**config.mk**
```make
export PLATFORM = sky130hd
export DESIGN_NAME = serial_sub4
export DESIGN_NICKNAME = d
export VERILOG_FILES = /design/src/rtl/sub_pkg.sv /design/src/rtl/full_subtractor.sv /design/src/rtl/serial_sub4.sv
export SDC_FILE = /design/constraint.sdc
export NUM_CORES = 1
export LEC_CHECK = 0
export ABC_AREA = 0
export CORE_UTILIZATION = 45
export DETAILED_ROUTE_END_ITERATION = 8
export DONT_BUFFER_PORTS = 1
export PLACE_DENSITY = 0.69
export SYNTH_ARGS = -nofsm -noshare
export SYNTH_HDL_FRONTEND = slang
export SYNTH_SLANG_ARGS = --single-unit
```
**constraint.sdc**
```tcl
create_clock -name clk -period 5.15 [get_ports clk]
set_clock_uncertainty 0.05 [all_clocks]
set_input_delay 0.2575 -clock clk [delete_from_list [all_inputs] [get_ports clk]]
set_output_delay 0.2575 -clock clk [all_outputs]
set_load 0.05 [all_outputs]
```
**src/rtl/sub_pkg.sv**
```systemverilog
// Shared types and constants for the bit-serial subtractor.
// State encoding, default width and counter sizing helper.
package sub_pkg;

  typedef enum logic [1:0] {
    IDLE = 2'd0,
    RUN  = 2'd1,
    DONE = 2'd2
  } state_t;

  localparam int DEF_WIDTH = 4;

  function automatic int cnt_w(input int w);
    return (w < 2) ? 1 : $clog2(w);
  endfunction

endpackage

```
**src/rtl/full_subtractor.sv**
```systemverilog
// One-bit full subtractor cell, the borrow twin of the full adder.
// Computes x - y - bin as a difference bit and a borrow out.
module full_subtractor (
  input  logic x,
  input  logic y,
  input  logic bin,
  output logic d,
  output logic bout
);

  assign d    = x ^ y ^ bin;
  assign bout = (~x & y) | (~(x ^ y) & bin);

endmodule

```
**src/rtl/serial_sub4.sv**
```systemverilog
// Bit-serial unsigned subtractor, LSB first, one bit per clock.
// Valid/ready on both sides; result held in DONE until taken.
module serial_sub4
  import sub_pkg::*;
#(
  parameter int WIDTH = DEF_WIDTH
) (
  input  logic             clk,
  input  logic             rst,
  input  logic             in_valid,
  output logic             in_ready,
  input  logic [WIDTH-1:0] a,
  input  logic [WIDTH-1:0] b,
  output logic             out_valid,
  input  logic             out_ready,
  output logic [WIDTH-1:0] diff,
  output logic             borrow,
  output logic             busy
);

  localparam int CW = cnt_w(WIDTH);
  localparam logic [CW-1:0] LAST = CW'(WIDTH - 1);

  state_t           state_q, state_d;
  logic [WIDTH-1:0] sa_q, sa_d;
  logic [WIDTH-1:0] sb_q, sb_d;
  logic [WIDTH-1:0] diff_q, diff_d;
  logic             bin_q, bin_d;
  logic             brw_q, brw_d;
  logic [CW-1:0]    cnt_q, cnt_d;
  logic             d_bit, b_out;

  full_subtractor u_fs (
    .x   (sa_q[0]),
    .y   (sb_q[0]),
    .bin (bin_q),
    .d   (d_bit),
    .bout(b_out)
  );

  assign in_ready  = (state_q == IDLE) & ~rst;
  assign out_valid = (state_q == DONE);
  assign busy      = (state_q == RUN) | (state_q == DONE);
  assign diff      = diff_q;
  assign borrow    = brw_q;

  always_comb begin
    state_d = state_q;
    sa_d    = sa_q;
    sb_d    = sb_q;
    diff_d  = diff_q;
    bin_d   = bin_q;
    brw_d   = brw_q;
    cnt_d   = cnt_q;
    unique case (state_q)
      IDLE: begin
        if (in_valid) begin
          sa_d    = a;
          sb_d    = b;
          bin_d   = 1'b0;
          cnt_d   = '0;
          state_d = RUN;
        end
      end
      RUN: begin
        // new bit enters at the MSB so LSB-first bits land in place
        diff_d = {d_bit, diff_q[WIDTH-1:1]};
        sa_d   = sa_q >> 1;
        sb_d   = sb_q >> 1;
        bin_d  = b_out;
        brw_d  = b_out;
        cnt_d  = cnt_q + CW'(1);
        if (cnt_q == LAST) state_d = DONE;
      end
      DONE: begin
        if (out_ready) state_d = IDLE;
      end
      default: state_d = IDLE;
    endcase
  end

  always_ff @(posedge clk) begin
    if (rst) begin
      state_q <= IDLE;
      sa_q    <= '0;
      sb_q    <= '0;
      diff_q  <= '0;
      bin_q   <= 1'b0;
      brw_q   <= 1'b0;
      cnt_q   <= '0;
    end else begin
      state_q <= state_d;
      sa_q    <= sa_d;
      sb_q    <= sb_d;
      diff_q  <= diff_d;
      bin_q   <= bin_d;
      brw_q   <= brw_d;
      cnt_q   <= cnt_d;
    end
  end

endmodule

```
==> results_dict.tcl <==
set metrics [dict create \
    grt_usage 0.169 \
    dp_cells 118 \
    drt_iter0_markers 2 \
    p_sw_frac 0.432 \
    rr_startpoint "state_q[1]" \
    crit_arrival_ns 2.01 \
    place_congestion 0.699 \
    fin_hold_ws_ns 0.0517 \
    wl_um 1650 \
    register_area_um2 360 \
    fin_cells 123 \
    r2r_end "sa_q[1]" \
    post_cts_buffers 0 \
    p_leak_nw 0.367 \
    core_um2 1980 \
    yosysWarnings 0 \
    internal_power_mw 0.331 \
    rsz0062_at_grt "false" \
    grt_start_max_net_pins 24 \
    worstMarginPinSlew_ns 1.01 \
    post_cts_resized 0 \
    clock_latency_ns 0.30 \
    maxCapViolCount 0 \
    dp_slack_ns 3.08 \
    rows 16 \
    synth_top_area_frac 0.376 \
    via_per_inst 5.36 \
    r2r_slack_ns 3.07 \
    htree_levels 1 \
    vias 659 \
    io_buffer_count 0 \
    whs_path_depth 2 \
    antenna_found_initial 0 \
    crit_start "state_q[0]" \
    worst_ep_required_time_ns 4.84 \
    hold_viol 0 \
    pwr-share-seq 0.403 \
    grt_first_pass_wirelength_um 2610 \
    path_clk_slew_ns 0.10 \
    power.density_nw_per_um2 592 \
    timing.final.crit_share 0.449 \
    yosysTopAreaCell "dfxtp_1" \
    numClockSinks 18 \
    multi_input_area_um2 518 \
    die_h_um 48.1 \
    syn-cell-area_um2 957 \
    ys_seq_elements 18 \
    fin_crit_ns 2.31 \
    start_kind "flip-flop" \
    maxSlewHeadroom 0.327 \
    total_power_mw 0.583 \
    globalRoute.totalOverflow 0 \
    worst_slack_ns 2.84 \
    criticalPathCategory "flip-flop to primary output" \
    synthDistinctLibCells 26 \
    clockRootBuffer "clkbuf_4" \
    drcViolationCount 0 \
    drv_slew 0 \
    cts_tree "built" \
    cts_buffers 3 \
    ys_seq_area_frac 0.376 \
    diodes 0 \
    cp_max_fo 11 \
    drive_gt1_frac 0.0938 \
    hp-start "b[3]" \
    synth_area_per_cell_um2 9.77 \
    final_nets 115 \
    setup_tns_ns 0 \
    hold_end "sb_q[3]" \
    hold_path.class "input port to flip-flop" \
    dieArea_um2 2320 \
    place_hpwl_um 1170 \
    setup_violations 0 \
    grt_pass1_vias 646 \
    p_clk_frac 0.154 \
    io_pins 20 \
    die_x_um 48.1 \
    fmax_mhz 432 \
    irDropWorstVdd_uv 477 \
    initial_core_util 0.483 \
    final_antenna_net_count 0 \
    dr.pass1.iters 3 \
    wl_per_cell_um 13.4 \
    status "finished clean" \
    yosys-top-cells-area "dfxtp_1 38%, mux2i_1 13%, ha_1 6.5%" \
    syn_inst 98 \
    rr_worst_depth 5 \
    synth_nets 116 \
    fill_cells 187 \
    power_frac_comb 0.444 \
    power_switching_mw 0.252 \
    critPathCaptureType "primary output" \
    hold_buffers 1 \
    area_growth_pct 2.88 \
    clock_path_buffers 2 \
]
## synthesized netlist by cell type, drive strengths merged
library cell,count
or2,1
xnor2,1
fa,1
nor2,15
inv,7
dfxtp,18
nand2b,4
nand2,4
a221oi,1
ha,5
clkbuf,1
a32oi,1
a2111oi,1
mux2,2
a211oi,7
a21oi,4
buf,6
a211o,1
a2bb2oi,1
a311oi,2
nor2b,3
mux2i,12
## critical path: stages (launching register included)
cell and delay (ns):
dfxtp_1 0.35, inv_1 0.10, ha_1 0.43, nor2b_1 0.83
## how the worst max path moves through the flow
stage            endpoint  slack, ns  cells past startpoint
3_5_place_dp      sa_q[1]       3.08                      5
5_1_grt          in_ready       2.75                      3
4_1_cts          in_ready       2.83                      3
3_3_place_gp      sa_q[1]       3.15                      5
2_1_floorplan  state_q[0]       3.34                      5
6_report         in_ready       2.84                      3
## through the flow
step,utilization,area (µm²)
finish,0.497,985
global route,0.497,985
CTS,0.497,985
detailed placement,0.473,938
global placement,0.473,938
floorplan,-,957
## power groups by stage
| stage | Combinational [mW] | Clock [mW] | Sequential, mW |
|---|---|---|---|
| 4_1_cts | 0.260 | 0.0920 | 0.235 |
| 3_5_place_dp | 0.257 | 0 | 0.239 |
| 5_1_grt | 0.286 | 0.0994 | 0.240 |
| 6_report | 0.258 | 0.0896 | 0.235 |
| 3_3_place_gp | 0.248 | 0 | 0.238 |
| 2_1_floorplan | 0.251 | 0 | 0.231 |
## flip-flops by register name (all words and copies together) (netlist names)
| signal | flops |
|---|---|
| bin_q | 1 |
| diff | 4 |
| borrow | 1 |
| sa_q | 4 |
| state_q | 2 |
| cnt_q | 2 |
| sb_q | 4 |
## cells by family (layout without fill, tap and decap cells)
| logic type | Yosys count | in the layout | synth area share |
|---|---|---|---|
| buffers and inverters | 14 | 12 | 0.0823 |
| multiplexers | 14 | 14 | 0.153 |
| AND/OR/NAND/NOR | 27 | 27 | 0.135 |
| adder cells (fa/ha/maj) | 6 | 6 | 0.0863 |
| XOR/XNOR | 1 | 1 | 0.00915 |
| AO/OA/AOI/OAI | 18 | 18 | 0.158 |
| flip-flops | 18 | 18 | 0.376 |
## placed cells by master, fill, tap and decap left out, drive strengths merged, types with 2 or more instances in the layout
cell,netlist,final
a311oi,2,2
mux2,2,2
nor2b,3,3
a21oi,4,4
nor2,15,15
dfxtp,18,18
ha,5,5
nand2b,4,4
nand2,4,4
inv,7,7
a211oi,7,7
mux2i,12,12
clkbuf,1,4
## routing by layer
layer	global-route usage	share of wire	vias to the layer above	wire length (µm)
li1	-	-	332	-
met1	0.185	0.46	307	753
met2	0.281	0.46	15	753
met3	0.0481	0.058	5	95
met4	0.117	0.028	0	47
met5	0	0	-	0
## area by class of cell
class | count | area share
multi-input cells | 66 | 0.526
flip-flops and latches | 18 | 0.366
clock buffers | 4 | 0.0368
well taps | 27 | 0.0343
inverters | 7 | 0.0267
repair buffers | 1 | 0.0102
Note: power is estimated with default switching activity, not from simulation.
